File: src/rtl/key_pkg.sv
// key_pkg: shared FSM state encoding, default timing constants and counter width helper
package key_pkg;
  typedef enum logic [1:0] {IDLE, PRESS_FILT, HELD, RELEASE_FILT} state_t;
  localparam int DEBOUNCE_CNT_DEF = 1_000_000;
  localparam int LONG_CNT_DEF = 50_000_000;
  function automatic int cw(input int n);
    return n > 1 ? $clog2(n) : 1;
  endfunction
endpackage

File: src/rtl/key_debounce.sv
// key_debounce: 2-flop synchronizer plus debounce FSM for an active-low push-button
//   sys_clk   : system clock, rising edge
//   sys_rst_n : synchronous active-low reset
//   key       : raw asynchronous key, idle high, pressed low
//   key_value : debounced level, 1 = released, 0 = pressed
//   key_flag  : one-cycle pulse on each debounced press
module key_debounce
  import key_pkg::*;
#(
  parameter int DEBOUNCE_CNT = DEBOUNCE_CNT_DEF
) (
  input  logic sys_clk,
  input  logic sys_rst_n,
  input  logic key,
  output logic key_value,
  output logic key_flag
);
  localparam int CW = cw(DEBOUNCE_CNT);
  localparam logic [CW-1:0] LAST = CW'(DEBOUNCE_CNT - 1);
  logic [1:0] sync;
  logic key_s;
  state_t state;
  logic [CW-1:0] cnt;
  assign key_s = sync[1];
  // the counter only advances while below LAST, so it saturates instead of wrapping;
  // leaving a filter state always lands in a state whose exit clears it again
  always_ff @(posedge sys_clk) begin
    if (!sys_rst_n) begin
      sync <= 2'b11;
      state <= IDLE;
      cnt <= '0;
      key_value <= 1'b1;
      key_flag <= 1'b0;
    end else begin
      sync <= {sync[0], key};
      key_flag <= 1'b0;
      case (state)
        IDLE: if (!key_s) begin
          state <= PRESS_FILT;
          cnt <= '0;
        end
        PRESS_FILT: if (key_s) state <= IDLE;
          else if (cnt == LAST) begin
            state <= HELD;
            key_value <= 1'b0;
            key_flag <= 1'b1;
          end else cnt <= cnt + 1'b1;
        HELD: if (key_s) begin
          state <= RELEASE_FILT;
          cnt <= '0;
        end
        RELEASE_FILT: if (!key_s) state <= HELD;
          else if (cnt == LAST) begin
            state <= IDLE;
            key_value <= 1'b1;
          end else cnt <= cnt + 1'b1;
        default: state <= IDLE;
      endcase
    end
  end
endmodule

File: src/rtl/key_led_ctrl.sv
// key_led_ctrl: debounced key toggling an LED, with optional long-press detection
//   sys_clk   : system clock, rising edge
//   sys_rst_n : synchronous active-low reset
//   key       : raw asynchronous key, idle high, pressed low
//   key_value : debounced level, 1 = released, 0 = pressed
//   key_flag  : one-cycle pulse on each debounced press
//   long_flag : one-cycle pulse LONG_CNT cycles into a press (KEY_LONG_PRESS_EN), else 0
//   led       : LED drive, high = lit, toggles on every key_flag
// Macro KEY_LONG_PRESS_EN compiles in the long-press counter.
module key_led_ctrl
  import key_pkg::*;
#(
  parameter int DEBOUNCE_CNT = DEBOUNCE_CNT_DEF,
  parameter int LONG_CNT = LONG_CNT_DEF
) (
  input  logic sys_clk,
  input  logic sys_rst_n,
  input  logic key,
  output logic key_value,
  output logic key_flag,
  output logic long_flag,
  output logic led
);
  key_debounce #(.DEBOUNCE_CNT(DEBOUNCE_CNT)) u_debounce (
    .sys_clk(sys_clk),
    .sys_rst_n(sys_rst_n),
    .key(key),
    .key_value(key_value),
    .key_flag(key_flag)
  );
  always_ff @(posedge sys_clk) begin
    if (!sys_rst_n) led <= 1'b0;
    else led <= led ^ key_flag;
  end
`ifdef KEY_LONG_PRESS_EN
  localparam int LW = cw(LONG_CNT);
  localparam logic [LW-1:0] LLAST = LW'(LONG_CNT - 1);
  logic [LW-1:0] lcnt;
  logic fired;
  // key_value is low exactly while the FSM is in HELD or RELEASE_FILT;
  // fired keeps the saturated counter from pulsing again
  always_ff @(posedge sys_clk) begin
    if (!sys_rst_n || key_value) begin
      lcnt <= '0;
      fired <= 1'b0;
      long_flag <= 1'b0;
    end else begin
      long_flag <= (lcnt == LLAST) && !fired;
      fired <= fired | (lcnt == LLAST);
      if (lcnt != LLAST) lcnt <= lcnt + 1'b1;
    end
  end
`else
  assign long_flag = (LONG_CNT < 0);
`endif
endmodule

File: config.mk
export PLATFORM = sky130hd
export DESIGN_NAME = key_led_ctrl
export DESIGN_NICKNAME = d
export VERILOG_FILES = /design/src/rtl/key_pkg.sv /design/src/rtl/key_debounce.sv /design/src/rtl/key_led_ctrl.sv
export SDC_FILE = /design/constraint.sdc
export NUM_CORES = 1
export LEC_CHECK = 0
export CORE_MARGIN = 2
export CORE_UTILIZATION = 60
export CTS_BUF_LIST = sky130_fd_sc_hd__clkbuf_2
export DETAILED_ROUTE_END_ITERATION = 10
export PLACE_DENSITY = 0.79
export SETUP_SLACK_MARGIN = 0.1
export SYNTH_ARGS = -nofsm -noshare
export SYNTH_HDL_FRONTEND = slang
export SYNTH_SLANG_ARGS = --single-unit
File: constraint.sdc
create_clock -name sys_clk -period 3.4 [get_ports sys_clk]
set_input_delay 0.51 -clock sys_clk [delete_from_list [all_inputs] [get_ports sys_clk]]
set_output_delay 0.51 -clock sys_clk [all_outputs]
set_load 0.1 [all_outputs]
Word level (Yosys, flattened, before mapping):

Index checks and enable logic that the tools add are counted.

* shifts and indexed selects: 0
* bitwise logic cells: 3
* multiplexer cells: 19
* reduce and logical (&&, ||, !) cells: 6
* $add $sub $neg: 1
* magnitude comparators: 0
* divide/modulo/power cells: 0
* equal/unequal tests: 12
* multipliers: 0

Operators with widths (number)
* $mux W20: 5
* $pmux W20 S4: 1
* $add A20 B1 Y20 const B: 1
* $eq A20 B20 Y1 const B: 1
* $mux W2: 6
* $ne A2 B1 Y1 const B: 4
* $pmux W2 S4: 1
* $reduce_and A4 Y1: 2
* $mux W1: 5
* $reduce_and A5 Y1: 1
* $eq A2 B2 Y1 const B: 2
* $ne A2 B2 Y1 const B: 2
* $ne A3 B1 Y1 const B: 1
* $ne A3 B3 Y1 const B: 1
* $reduce_or A3 Y1: 1
* $eq A2 B1 Y1 const B: 1
* $logic_not A2 Y1: 1
* $not A1 Y1: 2
* $pmux W1 S2: 1
* $reduce_bool A2 Y1: 1
* $xor A1 B1 Y1: 1

* flip-flop bits (word level): 27
* latch bits: 0
* ROM bits: 0
* output and inout port bits: 4
* memories kept: 0
* RAM bits: 0
* logic and storage cells: 47
* input port bits: 3

Logic depth before layout (Yosys ltp):

* depth after elaboration: 4
* gate-level depth with buffers: 7
* gate-level depth less buffers: 6

Cells and area by module:

Synthesis repeated with hierarchy kept, for this count alone.

* cells, all modules: 173
* area, all modules: 1436.4 um2

By module, submodules not included
* key_debounce: times used 1, seq. area each 520.5 um2, cells an instance 168, area an instance 1390.1 um2
* key_led_ctrl: times used 1, seq. area each 20.0 um2, cells an instance 5, area an instance 46.3 um2

Worst setup path after synthesis:

Ideal clock, no wire load.

* kind: register to register
* start point: register u_debounce.cnt[0]
* end point: register u_debounce.cnt[14]
* period minus slack after synthesis: 1.700 ns
* path buffers: 0
* cell stages (with the launch flop): 7
* arrival: 1.633 ns
* setup time: 0.066 ns
* required time: 3.334 ns
* setup slack: 1.700 ns
* cell sequence: dfxtp_1 ha_1 nand3_1 nor4_2 and3_2 nand4_1 a21oi_2

* longest elaborated chain between the ends: 4
* elaborated cells on any way between the ends: 6
* those cells by class: add/sub (1); eq/ne (1); mux (4)

RTL lines
* start: declaration: RTL line key_debounce.sv:23 `logic [CW-1:0] cnt;`
* start signal: assignment: RTL line key_debounce.sv:47 `end else cnt <= cnt + 1'b1;`
* start signal: assignment: RTL line key_debounce.sv:56 `end else cnt <= cnt + 1'b1;`
* $add A20 B1 Y20 / $eq A20 B20 Y1 (equally long branches)
* $mux W20 *: RTL line key_debounce.sv:43, key_debounce.sv:53
* $mux W20, on equally long branches: RTL line key_debounce.sv:52, key_debounce.sv:42
* $pmux W20 S4 *: RTL line key_debounce.sv:37 `case (state)`

Mark *: on every way between the ends. The rest lies on a longest branch, timed or not. The select of a mux whose other input is x is not followed.
A chain may end at the register's enable or synchronous reset.

Worst setup path in the final report:

* start point: register u_debounce.key_value
* end point: output key_value

RTL lines
* start: declaration: RTL line key_debounce.sv:15 `output logic key_value,`
* start signal: assignment: RTL line key_debounce.sv:32 `key_value <= 1'b1;`
* start signal: assignment: RTL line key_debounce.sv:45 `key_value <= 1'b0;`
* start signal: assignment: RTL line key_debounce.sv:55 `key_value <= 1'b1;`
* end: declaration: RTL line key_led_ctrl.sv:19 `output logic key_value,`

No word-level cell between the ends.

==> run_results.csv <==
group,metric,value,unit
status,status,"finished clean",
sta,fin_crit,2.42,ns
layout,fin_area,1500,sq um
clock_network,ctsHoldBuffers,0,
sta,fmax,0.412,GHz
pwr,switching_share,27.4,%
yosys,synthAdderAreaFrac,0.867,%
yosys,synthSimpleGateAreaFrac,34.7,%
floorplanning,die_y,53.0,um
setup_path,cp-start-kind,"register",
pwr,leakage,0.000463,uW
setup_path,crit_path_max_incr_delay,1.14,ns
placement,hpwlAfterDp,2030,um
clock_network,clk-insertion-delay-late,0.35,ns
layout,syn2layout_area_growth,4.08,%
yosys,ys_async_sr_fraction,0,%
yosys,synthXorXnorAreaFrac,5.38,%
setup_path,cpMaxStageDelayCell,"clkdlybuf4s50_1",
grt,grt_pass1_wl,5220,um
grt,grt_pass1_vias,1197,
setup_path,crit_chain,"clkdlybuf4s50_1",
detailed_routing,first_iter_violations,44,
detailed_routing,drc,0,
floorplanning,initial_core_util,64.6,%
sta,fin_skew,0.0106,ns
detailed_routing,ant_nets,0,
clock_network,cts.path.max_buffers,2,
layout,instances_no_fill,198,
pwr,pwr_density_cell,330,nW/um^2
setup_path,path_buf_inv,1,
clock_network,htreeDepth,1,
grt,grtUsageTotal,24.8,%
pwr,comb_power_share,9.4,%
clock_network,clkSinkCount,27,
yosys,muxShareOfSynthArea,1.47,%
yosys,synthCells,172,
sta,slew-limit-headroom,35.5,%
layout,n_fill_cell,204,
sta,worst_slew_pin_slew,0.965,ns
placement,place_inst,194,
yosys,synthTopCellsByArea,"dfxtp_1 (37%), nand4_1 (4.8%), nand3_1 (4.5%), nand2_1 (3.9%), nor2_1 (3.4%)",
pwr,total_power,496,uW
yosys,yosys.area.top_type,"dfxtp_1",
pwr,internal_power,360,uW
yosys,syn-num-nets,176,
layout,drive_gt1_share,11.8,%
detailed_routing,wl,2910,um
clock_network,cts_setup_buffers,0,
yosys,synth_area_per_cell,8.39,sq um
yosys,synth_cell_types,47,
yosys,synth.cell_area,1440,sq um
clock_network,cts_tree,"yes",
pwr,vdd_drop_max,281,uV
setup_path,crit_arrival,1.91,ns
floorplanning,io_pins,7,
setup_path,crit_fanout,3,
layout,n_antenna_cell,0,
yosys,ys_seq_area_share,37.5,%
yosys,synth-seq-cells,27,
sta,fin_crit_sh,71.3,%
floorplanning,die_area,2810,sq um
clock_network,clk_pin_slew,0.26,ns
clock_network,cts_buffers,3,
detailed_routing,vias,1268,
pwr,pwr-share-clk,24.9,%
yosys,synth_top_family_by_area,"simple AND/OR/NAND/NOR gates",
sta,hold_violations,0,
placement,dpl_cell_area,1480,sq um
min_path,worstHoldPathType,"reg2reg",
grt,antenna_found_initial,0,
floorplanning,num_rows,17,
yosys,synth_edf_count,0,
placement,place.gp.congestion,0.866,
grt,grt_max_degree,31,
floorplanning,coreArea,2230,sq um
pwr,p_sw,136,uW
setup_path,cpLargestDelayFamily,"buffers and inverters",
clock_network,cts_resized,0,
grt,grt_overflow_total,0,
layout,nets,175,
yosys,synth_compound_area_share,14.7,%
sta,holdWs,0.442,ns
detailed_routing,dr.pass1.iters,4,
floorplanning,fp.dieW,53.0,um
setup_path,crit_type,"reg2out",
sta,grt_setup_unrepaired,"no",
yosys,ys.flop_type,"dfxtp_1",
detailed_routing,wl_per_cell,14.7,um
pwr,seqPwrFrac,65.6,%
setup_path,endpoint_kind,"primary output",
yosys,synthDominantCellAreaShare,37.5,%
clock_network,cts_root_buf,"clkbuf_2",
placement,port_buffers,5,
sta,setup_viol,0,
sta,finalMaxSlewViolations,0,
detailed_routing,viasPerCell,6.40,
sta,fin_tns_setup,0,ns
flow_run,drv_cap,0,
yosys,yosys_warnings,0,
setup_path,cp.required,2.89,ns
==> stage by stage <==
stage          setup WS [ns]  utilization [%]
2_1_floorplan           1.70                -
3_3_place_gp            1.43             66.2
3_5_place_dp            1.38             66.2
4_1_cts                0.965             67.2
5_1_grt                0.921             67.2
6_report               0.975             67.2
==> path summary, 6_finish.rpt <==
path	start	endpoint	slack [ns]	depth (start not counted)
setup / recovery	u_debounce.key_value	key_value	0.98	1
hold / removal	u_debounce.sync[0]	u_debounce.sync[1]	0.44	1
setup reg to reg	u_debounce.cnt[0]	u_debounce.cnt[14]	1.32	6
hold reg to reg	u_debounce.sync[0]	u_debounce.sync[1]	0.44	1
==> cells in the mapped netlist (all sizes together) (2+ instances only) <==
cell    instances
o31ai           3
clkbuf          9
nand2b          2
nor3            8
o22ai           5
xor2            4
a41oi           2
dfxtp          27
nor2           13
or2             2
and3            8
a21oi           6
nand2          15
xnor2           4
nor4            6
buf             3
nor4b           2
o211ai          3
and2            2
nor2b           2
inv             5
nand3          13
nand4          11
o21ai           3
==> flip-flops by register name (all words and copies together), names as in the netlist, named ones only <==
signal / cells
u_debounce.sync: 2
u_debounce.state: 1
led: 1
u_debounce.cnt: 20
u_debounce.key_value: 1
u_debounce.key_flag: 1
==> power groups by stage <==
stage / registers [uW] / logic (uW) / clock network (uW)
2_1_floorplan: 344 / 25.1 / 0
3_3_place_gp: 331 / 46.2 / 0
3_5_place_dp: 331 / 46.4 / 0
4_1_cts: 326 / 46.7 / 129
5_1_grt: 327 / 49.8 / 140
6_report: 326 / 46.9 / 124
==> placed cells by master, fill, tap and decap left out, types with 2 or more instances in the layout <==
master,n
nor4b_1,2
a21oi_1,4
nor4_1,3
o211ai_1,3
a41oi_1,2
and3_1,5
and3_2,3
nor2b_1,2
nand2_1,15
a21oi_2,2
clkbuf_2,3
dfxtp_1,27
or2_2,2
o22ai_1,5
nor3_1,8
nand2b_1,2
nand3_1,13
nor2_1,13
inv_1,5
xor2_1,3
nor4_2,2
clkdlybuf4s50_1,5
xnor2_1,4
nand4_1,11
o31ai_1,3
o21ai_0,2
==> worst register-to-register path: cells and delay by family (launching register included) <==
kind / cells / cell delay [ns]
simple gates: 4 / 1.20
flops: 1 / 0.46
fa+ha+maj: 1 / 0.20
compound gates: 1 / 0.17
==> routing by layer <==
| layer | part of all wire [%] | vias to the layer above | track usage (%) |
|---|---|---|---|
| li1 | - | 631 | - |
| met1 | 47 | 586 | 33.3 |
| met2 | 46 | 47 | 40.6 |
| met3 | 6.4 | 4 | 2.82 |
| met4 | 0.93 | 0 | 8.97 |
| met5 | 0 | - | 0 |
==> cell families (layout without fill, tap and decap cells) <==
family,Yosys count,count (layout)
AOI/OAI and AO/OA,29,29
xor gates and xnor gates,8,8
other,1,1
muxes,2,2
buffers and inverters,17,15
adders and majority gates,1,1
and+or+nand+nor,87,87
DFF,27,27
==> area by class of cell <==
type	count	area [sq um]	share of cell area, %
flip-flops and latches	27	541	36.0
clock buffers	3	15.0	1.00
clock inverters	1	7.51	0.500
multi-input cells	128	827	55.1
inverters	5	18.8	1.25
repair buffers	6	57.6	3.83
well taps	28	35.0	2.33
Note: power is estimated with default switching activity, not from simulation.
